`config.mk`:
```
export PLATFORM = sky130hd
export DESIGN_NAME = secure_lsu
export DESIGN_NICKNAME = d
export VERILOG_FILES = /design/src/rtl/secure_lsu.sv
export SDC_FILE = /design/constraint.sdc
export NUM_CORES = 1
export LEC_CHECK = 0
export CORE_ASPECT_RATIO = 1.25
export CORE_UTILIZATION = 40
export CTS_CLUSTER_DIAMETER = 200
export DETAILED_ROUTE_END_ITERATION = 10
export GPL_TIMING_DRIVEN = 0
export MAX_ROUTING_LAYER = met4
export PLACE_DENSITY = 0.8
export SYNTH_ARGS = -nofsm -noshare
export SYNTH_HDL_FRONTEND = slang
export SYNTH_SLANG_ARGS = --single-unit
export TNS_END_PERCENT = 50
```
`constraint.sdc`:
```
create_clock -name clk -period 1.71 [get_ports clk]
set_input_delay 0.171 -clock clk [delete_from_list [all_inputs] [get_ports clk]]
set_output_delay 0.171 -clock clk [all_outputs]
set_load 0.01 [all_outputs]
```
`src/rtl/secure_lsu.sv`:
```
// secure_lsu: load/store unit with a key-protected address window.
//
// A load or store is latched in IDLE, checked for alignment and window
// access rights, then issued on a simple req/gnt + rvalid memory port.
// Loads write back through a one-cycle register-file strobe. A violation
// or a stalled memory produces a one-cycle fault pulse with a sticky cause
// code and address.
//
// Ports
//   clk, rst_n             clock, asynchronous active-low reset
//   load_on, store_on      start a load / store (sampled in IDLE only)
//   rd_addr                load destination register
//   eff_addr               byte address of the access
//   store_data             store operand
//   key_access             key presented for the secure window
//   busy                   high whenever the FSM is not idle
//   mem_req/we/addr/wdata  memory request channel
//   mem_gnt                request accepted
//   mem_rvalid/rdata       read response
//   wb_en/addr/data        register-file write-back strobe
//   fault/fault_code       fault pulse and sticky cause (1 misaligned,
//                          2 key mismatch, 3 timeout)
//   fault_addr             address of the last faulting access
//
// state  | meaning
// -------+-----------------------------------------------------------
// IDLE   | waiting for load_on / store_on
// CHECK  | one cycle of alignment and key checks on the latched access
// REQ    | mem_req held until mem_gnt or timeout
// WAIT_R | load granted, waiting for mem_rvalid or timeout
// WB     | one-cycle register-file write-back
// FAULT  | one-cycle fault pulse, then back to IDLE
module secure_lsu #(
    parameter logic [15:0] KEY       = 16'h0032,
    parameter logic [31:0] SEC_BASE  = 32'h0000_F000,
    parameter logic [31:0] SEC_LIMIT = 32'h0000_FFFF,
    parameter int unsigned TIMEOUT   = 16
) (
    input  logic        clk,
    input  logic        rst_n,
    input  logic        load_on,
    input  logic        store_on,
    input  logic [4:0]  rd_addr,
    input  logic [31:0] eff_addr,
    input  logic [31:0] store_data,
    input  logic [15:0] key_access,
    output logic        busy,
    output logic        mem_req,
    output logic        mem_we,
    output logic [31:0] mem_addr,
    output logic [31:0] mem_wdata,
    input  logic        mem_gnt,
    input  logic        mem_rvalid,
    input  logic [31:0] mem_rdata,
    output logic        wb_en,
    output logic [4:0]  wb_addr,
    output logic [31:0] wb_data,
    output logic        fault,
    output logic [1:0]  fault_code,
    output logic [31:0] fault_addr
);

    typedef enum logic [2:0] {
        S_IDLE   = 3'd0,
        S_CHECK  = 3'd1,
        S_REQ    = 3'd2,
        S_WAIT_R = 3'd3,
        S_WB     = 3'd4,
        S_FAULT  = 3'd5
    } state_t;

    localparam logic [7:0] TMO_LAST = 8'(TIMEOUT - 1);

    state_t      r_state;
    state_t      w_next;
    logic [1:0]  r_rst_sync;
    logic [31:0] r_addr;
    logic [31:0] r_data;
    logic [4:0]  r_rd;
    logic [15:0] r_key;
    logic        r_store;
    logic [7:0]  r_cnt;
    logic [31:0] r_rdata;
    logic [1:0]  r_fault_code;
    logic [31:0] r_fault_addr;

    logic        w_secure;
    logic        w_tmo;
    logic        w_fault_set;
    logic [1:0]  w_code;
    logic        w_start;

    // Reset release is retimed so the FSM never leaves IDLE on the
    // cycle rst_n happens to rise.
    always_ff @(posedge clk or negedge rst_n) begin
        if (!rst_n) begin
            r_rst_sync <= 2'b00;
        end else begin
            r_rst_sync <= {r_rst_sync[0], 1'b1};
        end
    end

    assign w_secure = (r_addr >= SEC_BASE) && (r_addr <= SEC_LIMIT);
    // >= rather than == so a load granted on the last allowed cycle still
    // times out in WAIT_R unless rvalid arrives immediately.
    assign w_tmo    = (r_cnt >= TMO_LAST);
    assign w_start  = r_rst_sync[1] && (load_on || store_on);

    always_ff @(posedge clk or negedge rst_n) begin
        if (!rst_n) begin
            r_state <= S_IDLE;
        end else begin
            r_state <= w_next;
        end
    end

    always_comb begin
        w_next      = r_state;
        w_fault_set = 1'b0;
        w_code      = 2'd0;
        case (r_state)
            S_IDLE: begin
                if (w_start) begin
                    w_next = S_CHECK;
                end
            end
            S_CHECK: begin
                if (r_addr[1:0] != 2'b00) begin
                    w_next      = S_FAULT;
                    w_fault_set = 1'b1;
                    w_code      = 2'd1;
                end else if (w_secure && (r_key != KEY)) begin
                    w_next      = S_FAULT;
                    w_fault_set = 1'b1;
                    w_code      = 2'd2;
                end else begin
                    w_next = S_REQ;
                end
            end
            S_REQ: begin
                // A grant on the final cycle beats the timeout.
                if (mem_gnt) begin
                    w_next = r_store ? S_IDLE : S_WAIT_R;
                end else if (w_tmo) begin
                    w_next      = S_FAULT;
                    w_fault_set = 1'b1;
                    w_code      = 2'd3;
                end
            end
            S_WAIT_R: begin
                if (mem_rvalid) begin
                    w_next = S_WB;
                end else if (w_tmo) begin
                    w_next      = S_FAULT;
                    w_fault_set = 1'b1;
                    w_code      = 2'd3;
                end
            end
            S_WB:    w_next = S_IDLE;
            S_FAULT: w_next = S_IDLE;
            default: w_next = S_IDLE;
        endcase
    end

    always_ff @(posedge clk or negedge rst_n) begin
        if (!rst_n) begin
            r_addr       <= '0;
            r_data       <= '0;
            r_rd         <= '0;
            r_key        <= '0;
            r_store      <= 1'b0;
            r_cnt        <= '0;
            r_rdata      <= '0;
            r_fault_code <= '0;
            r_fault_addr <= '0;
        end else begin
            if ((r_state == S_IDLE) && w_start) begin
                r_addr  <= eff_addr;
                r_data  <= store_data;
                r_rd    <= rd_addr;
                r_key   <= key_access;
                r_store <= store_on;
            end
            if (r_state == S_CHECK) begin
                r_cnt <= '0;
            end else if ((r_state == S_REQ) || (r_state == S_WAIT_R)) begin
                r_cnt <= r_cnt + 8'd1;
            end
            if ((r_state == S_WAIT_R) && mem_rvalid) begin
                r_rdata <= mem_rdata;
            end
            if (w_fault_set) begin
                r_fault_code <= w_code;
                r_fault_addr <= r_addr;
            end
        end
    end

    assign busy       = (r_state != S_IDLE);
    assign mem_req    = (r_state == S_REQ);
    assign mem_we     = mem_req && r_store;
    assign mem_addr   = r_addr;
    assign mem_wdata  = r_data;
    // Register 0 is hard-wired; the load still runs through WB.
    assign wb_en      = (r_state == S_WB) && (r_rd != 5'd0);
    assign wb_addr    = r_rd;
    assign wb_data    = r_rdata;
    assign fault      = (r_state == S_FAULT);
    assign fault_code = r_fault_code;
    assign fault_addr = r_fault_addr;

endmodule

```
==> results.md, run 1 <==
- Run status: complete, but fails checks
- Failing checks: negative setup slack
- Netlist cell types: 50
- CP max FO: 5
- Power Density: ~1800 nW/µm²
- Period utilisation layout: 1.16
- Chip height: 150 µm
- Final Hold Fails: 0
- Slew Limit Fails: 0
- DR iter-0 viols: approximately 300
- Vias post-DR: roughly 5700
- Worst R2R Start: r_state[0]
- CTS tree: built
- Fin nets: roughly 960
- Crit. Startpoint: r_state[0]
- Worst min path class: primary input to async pin
- Worst clock skew: between 0.005 and 0.006 ns
- Share of layout cells above drive strength 1: 0.320
- YS warnings: 0
- Final Hold Slack: around 0.34 ns
- H-tree Lvls: 4
- Grt total ovfl: 0
- Area contributors post-synth: dfrtp_1 (59%), mux2_2 (20%), nand3_1 (2.5%), o2bb2ai_1 (2.3%), o211ai_2 (2.0%)
- Final core occ: 0.694
- Post-layout min period: a little under 2 ns
- Min setup slack post-route: -0.279 ns
- Syn nets: between 600 and 700
- Initial antenna violation count: 1
- Max frequency: 503 MHz
- IO Count: between 200 and 300
- First-pass DRT Iterations: 4
- Rel. slew slack: 0.486
- Die Area: 17900 µm²
- GRT Util Overall: 0.241
- Root Driver: clkbuf_16
- CTS max path bufs: 2
- Area Overhead vs Synth: 68.5%
- Wirelength per Cell: about 20 µm
- Slew at the pin closest to its max-slew limit: 0.771 ns
- Largest net degree at the start of global routing: 85
- # clock sinks: ~170
- Row cnt: 53
- Residual DRC count: 0
- Worst Path Arrival: 2.30 ns
- Kind of start point of the critical path: register
- Sequential element share of the synthesized area: 0.593
- RSZ-0062 raised after global routing: true
- Setup Total Neg Slack: -26.24 ns
- Post-synth EDFFs: 0
- Syn Area/Cell: ~14 µm²
- Cells after synthesis: 510
- GPL Wtd Cong: 0.810
- Vias in the first global route: about 6100
- Core outline area: 16900 µm²
- Via/cell ratio: approximately 5.4
- FF+latch count, synth: approximately 170
- Top cell type's share of synthesized area: 0.593
- Post-synth top cells: dfrtp_1 (165), mux2_2 (121), nand3_1 (35)
- Max VDD drop: just over 0.001 V
- Clk_lat worst skew: 0.43 ns
- First-pass GRT wire length: approximately 32000 µm
- Number of port buffers: roughly 260
- Static Leakage: roughly 5 nW
- Final setup fails: approximately 130
- Die width: approximately 120 µm
- Starting Density: 0.412
- Max_cap viols: 0
- Post-synth top area cell: dfrtp_1
- DP Wirelength: 13900 µm
- Worst setup EP type: register
- Remaining antenna violation count: 0
- Most used DFF post-synth: dfrtp_1
- Required @ worst endpoint: about 2.0 ns
- Filler instances: between 1000 and 1500
- Routed WL: ~21000 µm
- Total power: about 22 mW
- Ys async rst share: 1.00
- Cell area after synthesis: roughly 7000 µm²
- Worst-path clk slew: around 0.060 ns
- Most common cell in the netlist: dfrtp_1
- Critical path class: register to register
- Total CTS buffers: 17
-- timing repair --
item | in CTS | in global routing
cloned | 4 | 5
setup endpoints to repair | 168 | 159
setup buffers | 22 | 20
pin swaps | 8 | 13
hold endpoints to repair | 81 | 0
hold buffers | 1 | 0
resized for setup | 144 | 51
-- path summary, 6_finish.rpt --
path	to	slack (ns)	depth (start not counted)
setup / recovery	mem_addr[15]	-0.28	7
hold / removal	fault_addr[11]	0.34	2
setup reg to reg	mem_addr[15]	-0.28	7
hold reg to reg	r_rst_sync[1]	0.36	0
max in group asynchronous	r_key[14]	0.50	3
min in group clk	mem_addr[21]	0.35	2
-- cell usage in the layout (no fill, tap or decap), types with 2 or more instances in the layout --
cell type and n:
buf_8 9, o2bb2ai_1 16, nand2b_1 2, nor4_2 2, nor2_4 4, clkbuf_1 8
o21ai_0 8, clkbuf_8 5, bufinv_16 5, or4_4 3, a22o_1 6, mux2_2 35
clkinv_2 2, clkdlybuf4s50_1 255, nand3_1 34, buf_2 5, and2_1 14, buf_16 2
nand2_1 6, clkbuf_16 22, o211ai_1 4, clkbuf_2 3, buf_6 14, dfrtp_1 163
nor2_1 5, mux2_4 86, mux2i_1 2, dfrtp_2 2, buf_4 30, o211ai_2 10
o2bb2ai_2 2, a21oi_1 3, buf_12 11, nand4_1 15, o21ai_1 11, nor3_1 3
-- state kept, by name, summed over array words and instances, names as in the netlist, 3 cells and up --
signal and cells:
mem_addr 32, r_key 16, wb_addr 5, fault_addr 32, r_state 3, mem_wdata 32
r_cnt 8, wb_data 32
-- power by group --
part | switching, mW | internal, mW
clock | 1.52 | 2.78
combinational | 3.79 | 6.43
sequential | 1.36 | 5.76
-- cell families (layout without fill, tap and decap cells) --
kind of cell,after synthesis,count (layout),synth area share
flip-flops,165,165,0.593
adder cells (fa/ha/maj),1,1,0.00180
other,1,2,0.000538
buffers and inverters,37,375,0.0293
AO/OA/AOI/OAI,73,73,0.0844
AND/OR/NAND/NOR,110,110,0.0925
multiplexers,123,123,0.199
-- worst max-delay path, stage by stage, from the launching register on --
cell and delay (ns):
dfrtp_1 0.40, buf_6 0.13, or3_4 0.39, nor2_4 0.22, clkbuf_16 0.21, buf_12 0.10
clkbuf_16 0.13, mux2_4 0.29
-- area by class of cell --
class,instances,area (µm²),share of cell area
diodes,1,2.50,0.000213
plain buffers,31,337,0.0287
clock buffers,24,502,0.0427
clock inverters,8,168,0.0143
inverters,1,3.75,0.000320
multi-input cells,308,3100,0.264
flip-flops and latches,165,4130,0.352
well taps,220,275,0.0235
repair buffers,311,3220,0.274
-- metrics by stage --
stage / cell area, µm² / instances / setup slack [ns]
2_1_floorplan: 7160 / 510 / -0.205
3_3_place_gp: 10100 / 992 / -5.85
3_5_place_dp: 10100 / 993 / -0.582
4_1_cts: 11400 / 1050 / -0.270
5_1_grt: 11700 / 1069 / -0.336
6_report: 11700 / 1069 / -0.279
-- routing by layer --
| layer | track usage | vias up | part of all wire |
|---|---|---|---|
| met5 | - | - | 0 |
| met3 | 0.0579 | 52 | 0.054 |
| met1 | 0.268 | 2920 | 0.38 |
| met4 | 0.114 | 0 | 0.036 |
| li1 | - | 2526 | - |
| met2 | 0.406 | 230 | 0.53 |
Note: power is estimated with default switching activity, not from simulation.
==> run 2, diff against run 1 <==
--- a/config.mk
+++ b/config.mk
@@ -5,6 +5,7 @@
 export SDC_FILE = /design/constraint.sdc
 export NUM_CORES = 1
 export LEC_CHECK = 0
+export ABC_AREA = 1
 export CORE_ASPECT_RATIO = 1.25
 export CORE_UTILIZATION = 40
 export CTS_CLUSTER_DIAMETER = 200
==> results.md, run 2 <==
- Die Area: 18000 µm² (+0.17%)
- Sequential element share of the synthesized area: 0.592 (-0.00106)
- Syn nets: 924 (+46%)
- Share of layout cells above drive strength 1: 0.118 (-0.201)
- Commonest non-fill, non-tap cell in the layout: nand2_1
- CTS max path bufs: 2 (unchanged)
- Post-synth EDFFs: 0 (unchanged)
- Required @ worst endpoint: 1.54 ns (-0.48 ns)
- Starting Density: 0.413 (+0.000740)
- # clock sinks: 165 (unchanged)
- Vias post-DR: 6367 (+11%)
- Post-layout min period: 1.65 ns (-0.336 ns)
- Syn Area/Cell: 8.72 µm² (-36%)
- Total CTS buffers: 17 (unchanged)
- GPL Wtd Cong: 0.809 (about the same)
- Area contributors post-synth: dfrtp_1 (59%), nand2_1 (18%), nand3_1 (9.4%), nand2_2 (3.0%), nor2_1 (2.3%)
- YS warnings: 0 (unchanged)
- Critical-path top delay cell: dfrtp_2
- Crit path cell chain: nor2_4 > buf_8 > nand2_1 > clkdlybuf4s15_1
- Cell area after synthesis: 6980 µm² (+0.18%)
- Core outline area: 16900 µm² (unchanged)
- IO Count: 263 (unchanged)
- Via/cell ratio: 4.80 (-10%)
- Power Density: 1860 nW/µm² (+0.74%)
- Worst clock skew: 0.00897 ns (+0.00381 ns)
- Worst setup EP type: output port
- Fin nets: 1217 (+27%)
- Ant diodes: 0 (-1)
- Worst Path Arrival: 1.48 ns (-0.82 ns)
- Remaining antenna violation count: 0 (unchanged)
- Ys async rst share: 1.00 (unchanged)
- Area Overhead vs Synth: 53.1%
- Worst-path clk slew: 0.06 ns (about the same)
- DP Wirelength: 14200 µm (+2.3%)
- R2R depth: 10 (+3)
- Critical path class: register to output port
- Run status: completed
- Slew at the pin closest to its max-slew limit: 0.680 ns (-0.0911 ns)
- Crit. path cell count: 4 (-3)
- Cells after synthesis: 800 (+57%)
- Most used DFF post-synth: dfrtp_1
- Root Driver: clkbuf_16
- Initial antenna violation count: 0 (-1)
- Max frequency: 605 MHz (+20%)
- Row cnt: 53 (unchanged)
- Most common cell in the netlist: nand2_1
- Residual DRC count: 0 (unchanged)
- H-tree Lvls: 4 (unchanged)
- Largest net degree at the start of global routing: 121 (+42%)
- Top delay family on crit path: flip-flops
- Final Hold Fails: 0 (unchanged)
- First-pass DRT Iterations: 4 (unchanged)
- Die width: 120 µm (about the same)
- Kind of start point of the critical path: register
- Max VDD drop: 0.00105 V (+3.8%)
- CP max FO: 6 (+1)
- Worst min path class: primary input to async pin
- Netlist cell types: 30 (-40%)
- Final Hold Slack: 0.256 ns (-0.0871 ns)
- Design Area, Final: 10700 µm² (-9.0%)
- Wirelength per Cell: 14.9 µm (-24%)
- Max_cap viols: 0 (unchanged)
- Chip height: 150 µm (about the same)
- Final setup fails: 0 (-100%)
- Rel. slew slack: 0.547 (+0.0607)
- Top cell type's share of synthesized area: 0.592 (-0.00106)
- Slew Limit Fails: 0 (unchanged)
- Placed instance area: 9910 µm² (-1.8%)
- Vias in the first global route: 6309 (+3.5%)
- GRT Util Overall: 0.233 (-0.00777)
- Post-synth top area cell: dfrtp_1
- Grt total ovfl: 0 (unchanged)
- Clk_lat worst skew: 0.42 ns (about the same)
- Filler instances: 1434 (+24%)
- Commonest cells after routing, fill and taps aside: nand2_1 (333), clkdlybuf4s50_1 (256), dfrtp_1 (163)
- Slowest stage delay, CP: 0.45 ns (+0.05 ns)
- CTS tree: built
- Period utilisation layout: 0.967 (-0.196)
- FF+latch count, synth: 165 (unchanged)
- Static Leakage: 5.22 nW (+2.1%)
- Buffers and inverters on the worst path: 2 (-2)
- Number of port buffers: 262 (unchanged)
- Post-synth top cells: nand2_1 (334), dfrtp_1 (165), nand3_1 (131)
- RSZ-0062 raised after global routing: true
- Routed WL: 19800 µm (-6.3%)
- DR iter-0 viols: 455 (+53%)
- First-pass GRT wire length: 31500 µm (-2.1%)
## run 2: changes by cell type after synthesis, sizes merged, moves of 5 or more
cell and change:
nand3 +97, a21oi +5, o211ai -15, mux2 -121, o2bb2ai -18, inv +17, and2 -15, nand2 +362
a22o -6, nor2 +36, o21ai -13, nand4 -14
## run 2: report_power, final
part,internal [mW],switching (mW)
clock,2.23,1.55
sequential,5.66,1.25
combinational,4.57,4.58
total,12.5,7.38
## run 2: repair_timing
| action | 4_1_cts | 5_1_grt |
|---|---|---|
| hold buffers | 1 | 0 |
| pin swaps | 2 | 3 |
| setup buffers | 6 | 5 |
| endpoints found under the setup margin | 147 | 129 |
| resized for setup | 39 | 32 |
| gates cloned | 0 | 0 |
| hold endpoints to repair | 45 | 0 |
## run 2: worst paths after layout
path | from | to | slack (ns)
hold / removal | rst_n | r_key[5] | 0.26
setup reg to reg | r_cnt[0] | fault_addr[4] | 0.10
min in group clk | mem_rdata[28] | wb_data[28] | 0.28
max in group asynchronous | rst_n | r_state[0] | 0.44
hold reg to reg | r_rst_sync[0] | r_rst_sync[1] | 0.36
setup / recovery | r_state[0] | busy | 0.06
## run 2: area by class of cell
| cell class | instances | area (µm²) | share of cell area |
|---|---|---|---|
| Timing Repair Buffer | 275 | 2750 | 0.257 |
| Tap cell | 220 | 275 | 0.0258 |
| Buffer | 42 | 292 | 0.0273 |
| Clock buffer | 21 | 460 | 0.0431 |
| Multi-Input combinational cell | 574 | 2580 | 0.242 |
| Clock inverter | 11 | 124 | 0.0116 |
| Sequential cell | 165 | 4130 | 0.387 |
| Inverter | 18 | 72.6 | 0.00679 |
## run 2: routing by layer
layer | track usage | part of all wire
met4 | 0.0863 | 0.024
met1 | 0.269 | 0.41
met2 | 0.402 | 0.52
met5 | - | 0
met3 | 0.0419 | 0.043
## run 2: logic make-up after synthesis
kind of cell,synth area share
xor gates and xnor gates,0.00126
DFF,0.592
and+or+nand+nor,0.343
adders and majority gates,0.00179
buffers and inverters,0.0452
AOI/OAI and AO/OA,0.0165
other,0.000538
## run 2: stage by stage
step                      power (mW)   util  TNS [ns]  worst slack, ns  instances
after floorplan                 11.1      -         0            0.130        800
after global placement          15.6  0.584  -1058.02            -6.35       1282
after detailed placement        15.8  0.586    -15.72           -0.690       1283
after CTS                       19.8  0.627   -0.0969          -0.0532       1322
after global routing            21.2  0.632         0          0.00456       1326
final                           19.8  0.632         0           0.0564       1326
